<file path="config.mk">
export PLATFORM = sky130hd
export DESIGN_NAME = game_link_rx
export DESIGN_NICKNAME = d
export VERILOG_FILES = /design/src/rtl/game_link_rx.sv
export SDC_FILE = /design/constraint.sdc
export NUM_CORES = 1
export LEC_CHECK = 0
export ABC_AREA = 1
export ABC_CLOCK_PERIOD_IN_PS = 2800
export CAP_MARGIN = 10
export CORE_UTILIZATION = 31
export DETAILED_ROUTE_END_ITERATION = 10
export MAX_ROUTING_LAYER = met4
export PLACE_DENSITY = 0.48
export SETUP_SLACK_MARGIN = 0.15
export SYNTH_ARGS = -nofsm -noshare
export SYNTH_HDL_FRONTEND = slang
export SYNTH_SLANG_ARGS = --single-unit
</file>
<file path="constraint.sdc">
create_clock -name clk -period 2.8 [get_ports clk]
set_clock_uncertainty 0.05 [all_clocks]
set_input_delay 0.56 -clock clk [delete_from_list [all_inputs] [get_ports clk]]
set_output_delay 0.56 -clock clk [all_outputs]
set_load 0.02 [all_outputs]
</file>
<file path="src/rtl/game_link_rx.sv">
// Pong link receiver: 8N1 UART deserialiser feeding a 9-byte game-state frame parser,
// with registered remote-state outputs and a frame-activity link timer.
module game_link_rx #(
  parameter int unsigned CLK_HZ         = 65_000_000,
  parameter int unsigned BAUD           = 115_200,
  parameter int unsigned TIMEOUT_CYCLES = 6_500_000
) (
  input  logic        clk,
  input  logic        rst,
  input  logic        rx,
  output logic [10:0] x_ball,
  output logic [9:0]  y_ball,
  output logic [9:0]  y_pad,
  output logic [3:0]  player1_score,
  output logic [3:0]  player2_score,
  output logic [1:0]  state,
  output logic        frame_valid,
  output logic        frame_err,
  output logic        link_up
);

  localparam int unsigned DIV_RAW = CLK_HZ / (BAUD * 16);
  localparam int unsigned DIV     = (DIV_RAW == 0) ? 1 : DIV_RAW;
  localparam int unsigned DIV_W   = (DIV > 1) ? $clog2(DIV) : 1;
  localparam int unsigned TMO_W   = $clog2(TIMEOUT_CYCLES + 1);
  localparam logic [7:0]  SYNC    = 8'hA5;

  typedef enum logic [1:0] {B_IDLE, B_START, B_DATA, B_STOP} bit_state_t;
  typedef enum logic {P_HUNT, P_COLLECT} prs_state_t;

  logic             rx_meta, rx_sync, armed;
  logic [DIV_W-1:0] div_cnt;
  logic             tick_c;
  bit_state_t       bit_state;
  logic [3:0]       tick_cnt;
  logic [2:0]       bit_idx;
  logic [7:0]       shreg, byte_data;
  logic             byte_stb;
  logic             stop_bad_c, frame_ok_c;

  prs_state_t       prs_state;
  logic [3:0]       idx;
  logic [7:0]       acc;
  logic [10:0]      sh_x;
  logic [9:0]       sh_y, sh_pad;
  logic [3:0]       sh_p1, sh_p2;
  logic [1:0]       sh_st;
  logic [TMO_W-1:0] link_cnt;

  // Two-flop synchroniser, idle-high reset value
  always_ff @(posedge clk or negedge rst) begin
    if (!rst) begin
      rx_meta <= 1'b1;
      rx_sync <= 1'b1;
    end else begin
      rx_meta <= rx;
      rx_sync <= rx_meta;
    end
  end

  assign tick_c     = (div_cnt == DIV_W'(DIV - 1));
  assign stop_bad_c = (bit_state == B_STOP) && tick_c && (tick_cnt == 4'd15) && !rx_sync;
  assign frame_ok_c = byte_stb && (prs_state == P_COLLECT) && (idx == 4'd8) && (byte_data == acc);

  // Bit FSM; armed requires the line to be seen high before a falling edge counts
  always_ff @(posedge clk or negedge rst) begin
    if (!rst) begin
      bit_state <= B_IDLE;
      armed     <= 1'b0;
      div_cnt   <= '0;
      tick_cnt  <= '0;
      bit_idx   <= '0;
      shreg     <= '0;
      byte_data <= '0;
      byte_stb  <= 1'b0;
    end else begin
      byte_stb <= 1'b0;
      if (bit_state == B_IDLE || tick_c) div_cnt <= '0;
      else                               div_cnt <= div_cnt + DIV_W'(1);
      case (bit_state)
        B_IDLE: begin
          if (armed && !rx_sync) begin
            bit_state <= B_START;
            tick_cnt  <= '0;
            armed     <= 1'b0;
          end else begin
            armed <= rx_sync;
          end
        end
        B_START: if (tick_c) begin
          if (tick_cnt == 4'd7) begin
            tick_cnt <= '0;
            bit_idx  <= '0;
            if (rx_sync) begin
              bit_state <= B_IDLE;
              armed     <= 1'b1;
            end else begin
              bit_state <= B_DATA;
            end
          end else begin
            tick_cnt <= tick_cnt + 4'd1;
          end
        end
        B_DATA: if (tick_c) begin
          tick_cnt <= tick_cnt + 4'd1;
          if (tick_cnt == 4'd15) begin
            shreg   <= {rx_sync, shreg[7:1]};
            bit_idx <= bit_idx + 3'd1;
            if (bit_idx == 3'd7) bit_state <= B_STOP;
          end
        end
        B_STOP: if (tick_c) begin
          tick_cnt <= tick_cnt + 4'd1;
          if (tick_cnt == 4'd15) begin
            bit_state <= B_IDLE;
            armed     <= rx_sync;
            if (rx_sync) begin
              byte_stb  <= 1'b1;
              byte_data <= shreg;
            end
          end
        end
        default: bit_state <= B_IDLE;
      endcase
    end
  end

  // Frame parser, output registers and link timer
  always_ff @(posedge clk or negedge rst) begin
    if (!rst) begin
      prs_state     <= P_HUNT;
      idx           <= '0;
      acc           <= '0;
      sh_x          <= '0;
      sh_y          <= '0;
      sh_pad        <= '0;
      sh_p1         <= '0;
      sh_p2         <= '0;
      sh_st         <= '0;
      x_ball        <= '0;
      y_ball        <= '0;
      y_pad         <= '0;
      player1_score <= '0;
      player2_score <= '0;
      state         <= '0;
      frame_valid   <= 1'b0;
      frame_err     <= 1'b0;
      link_up       <= 1'b0;
      link_cnt      <= '0;
    end else begin
      frame_valid <= 1'b0;
      frame_err   <= 1'b0;
      if (stop_bad_c) begin
        frame_err <= 1'b1;
        prs_state <= P_HUNT;
      end else if (byte_stb) begin
        case (prs_state)
          P_HUNT: if (byte_data == SYNC) begin
            prs_state <= P_COLLECT;
            idx       <= 4'd1;
            acc       <= '0;
          end
          P_COLLECT: begin
            if (idx == 4'd8) begin
              prs_state <= P_HUNT;
              if (frame_ok_c) begin
                x_ball        <= sh_x;
                y_ball        <= sh_y;
                y_pad         <= sh_pad;
                player1_score <= sh_p1;
                player2_score <= sh_p2;
                state         <= sh_st;
                frame_valid   <= 1'b1;
              end else begin
                frame_err <= 1'b1;
              end
            end else begin
              acc <= acc ^ byte_data;
              idx <= idx + 4'd1;
              case (idx)
                4'd1: begin sh_st <= byte_data[5:4]; sh_x[10:8] <= byte_data[2:0]; end
                4'd2: sh_x[7:0]   <= byte_data;
                4'd3: sh_y[9:8]   <= byte_data[1:0];
                4'd4: sh_y[7:0]   <= byte_data;
                4'd5: sh_pad[9:8] <= byte_data[1:0];
                4'd6: sh_pad[7:0] <= byte_data;
                4'd7: begin sh_p1 <= byte_data[7:4]; sh_p2 <= byte_data[3:0]; end
                default: ;
              endcase
            end
          end
          default: prs_state <= P_HUNT;
        endcase
      end

      // A valid frame beats a coincident timeout
      if (frame_ok_c) begin
        link_cnt <= '0;
        link_up  <= 1'b1;
      end else if (link_cnt != TMO_W'(TIMEOUT_CYCLES)) begin
        link_cnt <= link_cnt + TMO_W'(1);
        if (link_cnt == TMO_W'(TIMEOUT_CYCLES - 1)) link_up <= 1'b0;
      end
    end
  end

endmodule

</file>
==> results.md, run 1 <==
- Area of the multi-input gates: roughly 0.003 mm²
- Area Growth Syn to Fin: 17.4%
- Setup TNS: 0 ps
- Leak: roughly 0.0045 µW
- Int Power: 3600 µW
- GPL Wtd Cong: 0.788
- Async S/R FF share, synth: 100%
- CTS sink count: 156
- Overflow after GRT: 0
- Highest net fanout along the worst path: 20
- Logic pwr share: 8.2%
- Largest buffer count on any clock path: 2
- Kind of critical path: register to register
- Yosys reg bits: approximately 160
- Initial Util: 31.8%
- Post-DP HPWL: ~12000 µm
- RSZ-0062 raised after global routing: false
- Max transition margin: 60.0%
- Post-CTS Setup Bufs: 0
- Final setup margin: 547 ps
- Largest area contributor in the netlist: dfrtp_1
- Switching part of the total: 27.2%
- IO Count: 47
- Die W: 158 µm
- Gates resized, CTS repair: 0
- Pwr/cell area: 561 mW/mm²
- Port buffer count: 46
- EDFF count, synth: 0
- P_sw: 1350 µW
- Max Freq: 0.444 GHz
- CTS root buf: clkbuf_16
- 1st-iter DRT viols: 387
- Critical Path RT: 3070 ps
- Ant diodes: 0
- Crit path DAT: about 2500 ps
- Maxcap violations: 0
- Post-Syn Area per Cell: 8.02 µm²
- Unique masters post-synth: 32
- Sequential power share: 47.5%
- Post-Syn Nets: 954
- Register Area: 0.00391 mm²
- Number of fill cells: 2442
- TritonRoute pass-1 iters: 4
- Synth Flop Type: dfrtp_1
- CP Capture Type: register
- TritonCTS clock tree: yes
- All-Layer GR Usage: 15.5%
- Worst Hold Class: input pin to async pin
- Power share of the clock group: around 44%
- Min Tclk post-route: around 2300 ps
- DR DRC count: 0
- Core ar.: 0.0236 mm²
- Cell Area, Synth: 0.00751 mm²
- # hold bufs at CTS: 0
- Top post-synthesis cells by area: dfrtp_1, nand2_1, nand3_1
- Yosys top cell area share: 51.3%
- Syn Inst Count: ~940
- Final worst path period share: 80.5%
- Wire length per cell: about 13 µm
- Nets@finish: 994
- Final setup vio count: 0
- H-tree depth: 4
- Post-route antenna net violation count: 0
- Worst hold slack: 16.0 ps
- Die ar.: 0.0248 mm²
- # rows: 56
- Fraction of layout cells with a size suffix above 1: 6.88%
- Number of synthesis warnings: 0
- Register area share after synthesis: 52.0%
- Global-route wire length before repair: 29300 µm
- DR vias/cell: approximately 4.5
- Routed wire length: 16800 µm
- Pre-CTS setup slack: 497 ps
- Die Ht: between 150 and 200 µm
- Vias in the first global route: 5842
- Status: finished clean
- Startpoint Class: register
- Clock-pin slew on the worst setup and hold paths: 70 ps
- Final hold violations: 0
- Initial antenna violation count: 0
- Worst R2R Path Depth: 9
- Routed via count: 5841
- Worst slew pin tran: approximately 600 ps
- Clk_lat worst skew: ~430 ps
- Commonest cells post-synth: nand2_1, dfrtp_1, inv_1
- VDD IR max: 0.000297 V
- Max Transition Viols Final: 0
- Total CTS buffers: 17
- Most common cell in the netlist: nand2_1
- Largest net degree at the start of global routing: 50
worst paths after layout:
kind | from | endpoint | slack [ps]
max reg2reg | byte_data[0] | link_cnt[10] | 550
min in group clk | rx_meta | rx_sync | 310
min | rst | link_cnt[21] | 20
max | byte_data[0] | link_cnt[10] | 550
max in group asynchronous | rst | sh_p2[3] | 1960
min reg2reg | rx_meta | rx_sync | 310
layout by cell type (no fill, tap or decap), drive strengths merged:
| cell | netlist | layout |
|---|---|---|
| clkinv | 1 | 6 |
| a22oi | 1 | 1 |
| buf | 29 | 13 |
| a21oi | 3 | 3 |
| clkdlybuf4s50 | 0 | 45 |
| dfstp | 2 | 2 |
| a31oi | 1 | 1 |
| nor2 | 81 | 81 |
| nand3 | 90 | 90 |
| o2111ai | 1 | 1 |
| xnor2 | 3 | 3 |
| nor3b | 2 | 2 |
| nand2 | 352 | 352 |
| nor3 | 3 | 3 |
| o21bai | 1 | 1 |
| or2 | 3 | 3 |
| a21o | 1 | 1 |
| dfrtp | 154 | 154 |
| inv | 95 | 104 |
| and3 | 1 | 1 |
| o21ai | 31 | 31 |
| ha | 15 | 15 |
| clkbuf | 8 | 18 |
| nand4 | 52 | 52 |
| o211ai | 1 | 1 |
| xor2 | 5 | 5 |
state kept, by name (all words and copies together), names as in the netlist, 6 cells and up, named ones only:
signal / count
shreg: 8
acc: 8
sh_pad: 10
div_cnt: 6
sh_y: 10
y_pad: 10
sh_x: 11
byte_data: 8
x_ball: 11
link_cnt: 23
y_ball: 10
final cells by class:
type,instances,share of cell area [%]
sequential,156,44.3
multi-input combinational,647,33.9
timing repair buffer,58,6.83
clock buffer,18,4.87
tap,319,4.53
inverter,96,4.15
clock inverter,14,1.41
routing by layer:
layer / routed length, µm / global-route usage, % / vias to the layer above
met5: 0 / - / -
met4: 220 / 5.22 / 0
met3: 505 / 2.76 / 17
met2: 7500 / 23.5 / 76
met1: 8560 / 20.7 / 2691
li1: - / - / 3057
logic make-up (layout without fill, tap and decap cells):
family / count (synthesis) / in the layout / share of synthesized area (%)
flops: 156 / 156 / 52.0
buf+inv: 133 / 186 / 8.23
fa+ha+maj: 15 / 15 / 2.50
xor+xnor: 8 / 8 / 0.934
compound gates: 40 / 40 / 2.87
simple gates: 584 / 584 / 33.4
power by group through the flow:
stage	clock network [µW]	logic, µW	registers (µW)
4_1_cts	2260	416	2350
6_report	2190	405	2350
3_5_place_dp	0	415	2390
2_1_floorplan	0	282	2380
3_3_place_gp	0	411	2390
5_1_grt	2350	488	2360
through the flow:
step | total power [µW] | instance area, µm² | util [%] | instances
after detailed placement | 2810 | 8260 | 35.0 | 1276
after floorplan | 2660 | 7510 | - | 936
final | 4950 | 8810 | 37.3 | 1308
after global routing | 5200 | 8810 | 37.3 | 1308
after global placement | 2800 | 8260 | 35.0 | 1276
after CTS | 5030 | 8810 | 37.3 | 1308
worst max-delay path, stage by stage, from the launching register on:
cell	delay, ps
dfrtp_1	610
inv_1	140
nand2_1	80
nand2_1	60
nor2_1	80
nand2_1	100
nor2_4	370
nand2_2	410
nand3_1	170
inv_1	60
(Power assumes the default switching activity.)
==> inputs of run 2 (changes only) <==
--- a/config.mk
+++ b/config.mk
@@ -6,7 +6,7 @@
 export NUM_CORES = 1
 export LEC_CHECK = 0
 export ABC_AREA = 1
-export ABC_CLOCK_PERIOD_IN_PS = 2800
+export ABC_CLOCK_PERIOD_IN_PS = 2200
 export CAP_MARGIN = 10
 export CORE_UTILIZATION = 31
 export DETAILED_ROUTE_END_ITERATION = 10
==> constraint.sdc (replaced) <==
create_clock -name clk -period 2.2 [get_ports clk]
set_clock_uncertainty 0.05 [all_clocks]
set_input_delay 0.44 -clock clk [delete_from_list [all_inputs] [get_ports clk]]
set_output_delay 0.44 -clock clk [all_outputs]
set_load 0.02 [all_outputs]
==> results.md, run 2 (synthesis results as in run 1) <==
- Largest register FFs: 23
- Pwr/cell area: 711 mW/mm²
- DR vias/cell: 4.48
- DR DRC count: 0
- Total CTS buffers: 17
- TritonRoute pass-1 iters: 4
- Max Transition Viols Final: 0
- Design area: 0.00902 mm²
- Highest net fanout along the worst path: 2
- Worst R2R Path Depth: 8
- Core ar.: 0.0236 mm²
- Clock-pin slew on the worst setup and hold paths: 70 ps
- Max transition margin: 65.4%
- Final worst path period share: 88.4%
- Initial Util: 31.8%
- Final hold violations: 0
- CTS sink count: 156
- Crit path max-delay family: buffers and inverters
- Post-DP HPWL: 12000 µm
- RSZ-0062 raised after global routing: false
- Sequential power share: 46.5%
- TritonCTS clock tree: yes
- Power share of the clock group: 44.9%
- Leak: 0.00458 µW
- Worst Hold End: rx_sync
- Kind of critical path: register to primary output
- Slowest stage delay, CP: between 600 and 700 ps
- R2R Path Start: idx[0]
- # rows: 56
- Pre-CTS setup slack: 253 ps
- Largest register by flop count: link_cnt
- Die W: approximately 160 µm
- GPL Wtd Cong: 0.785
- Largest regs: link_cnt: 23 flops, sh_x: 11 flops, x_ball: 11 flops
- Max Freq: 0.514 GHz
- Crit path DAT: 1460 ps
- Status: finished clean
- Fraction of layout cells with a size suffix above 1: 8.84%
- Maxcap violations: 0
- Ant diodes: 0
- IO Count: 47
- CP bufs+invs: 1
- P_sw: 1680 µW
- Total chip power: about 6400 µW
- Largest net degree at the start of global routing: 48
- CP Capture Type: primary output
- Overflow after GRT: 0
- Critical Path RT: 1710 ps
- CTS root buf: clkbuf_16
- Int Power: 4730 µW
- Die Ht: 158 µm
- Clk_lat worst skew: roughly 420 ps
- Worst slew pin tran: 519 ps
- Initial antenna violation count: 0
- Min-Delay Startpoint: rx_meta
- Routed wire length: 17200 µm
- Crit path depth: 1
- Most common cell after layout, fill and taps aside: nand2_1
- Slowest CP cell: clkdlybuf4s50_1
- Post-route antenna net violation count: 0
- Worst Hold Class: register to register
- R2R Setup Slk: 310 ps
- 1st-iter DRT viols: 361
- Most frequent cells in the layout: nand2_1, dfrtp_1, inv_1, nand3_1, nor2_1
- Hold path depth: 0
- Logic pwr share: 8.6%
- Die ar.: 0.0248 mm²
- Routed via count: 5935
- Startpoint Class: register
- All-Layer GR Usage: 15.5%
- Port buffer count: 46
- Setup TNS: 0 ps
- Global-route wire length before repair: around 30000 µm
- Wire length per cell: 13.0 µm
- Largest buffer count on any clock path: 2
- Post-CTS Setup Bufs: 0
- Final setup margin: 254 ps
- Reg2reg end: x_ball[2]
- CP Cell Sequence: clkdlybuf4s50_1
- Area Growth Syn to Fin: 20.1%
- H-tree depth: 4
- Switching part of the total: approximately a quarter
- VDD IR max: 0.000485 V
- Nets@finish: 1012
- Placed Area: between 0.008 and 0.009 mm²
- Vias in the first global route: 5908
- Min Tclk post-route: ~2000 ps
- Final setup vio count: 0
## run 2: worst max-delay path by stage
stage                             from          endpoint  slack (ps)
after floorplan                 idx[0]  player1_score[0]         540
after global placement    byte_data[3]      link_cnt[13]         270
after detailed placement   tick_cnt[0]  player2_score[1]         250
after CTS                    y_ball[6]         y_ball[6]         220
after global routing        div_cnt[0]          sh_p1[2]         160
final                        y_ball[6]         y_ball[6]         250
## run 2: metrics by stage
stage / hold WS, ps / cells / utilization, %
4_1_cts: 308 / 1326 / 38.0
3_5_place_dp: 298 / 1293 / 35.6
3_3_place_gp: 297 / 1293 / 35.6
6_report: 306 / 1326 / 38.2
2_1_floorplan: 94.4 / 936 / -
5_1_grt: 308 / 1326 / 38.2
## run 2: cell type report
| class | count | area [µm²] |
|---|---|---|
| clock inverters | 13 | 130 |
| multi-input cells | 647 | 3010 |
| flip-flops and latches | 156 | 3910 |
| inverters | 96 | 365 |
| clock buffers | 19 | 443 |
| fillers | 2431 | 14600 |
| repair buffers | 76 | 763 |
| well taps | 319 | 399 |
## run 2: repair_timing
action | 4_1_cts | 5_1_grt
endpoints found under the setup margin | 0 | 96
gates resized for setup | 0 | 9
hold buffers | 1 | 0
endpoints found under the hold margin | 42 | 0
## run 2: metal layers
metal	vias to the layer above	global-route usage, %	wire [µm]
met1	2769	20.9	8820
li1	3091	-	-
met4	0	4.25	123
met5	-	-	0
met3	8	3.12	493
met2	67	23.8	7770
## run 2: power by group through the flow
stage	clock [µW]	combinational [µW]	sequential, µW
after floorplan	0	359	3030
after global placement	0	553	3030
after detailed placement	0	554	3030
after CTS	2980	560	2980
after global routing	3100	643	2990
final	2880	552	2980
## run 2: worst reg2reg max path: cells and delay by family, from the launching register on
family / cells / cell delay, ps
buf+inv: 2 / 340
simple gates: 5 / 750
fa+ha+maj: 1 / 200
flops: 1 / 440
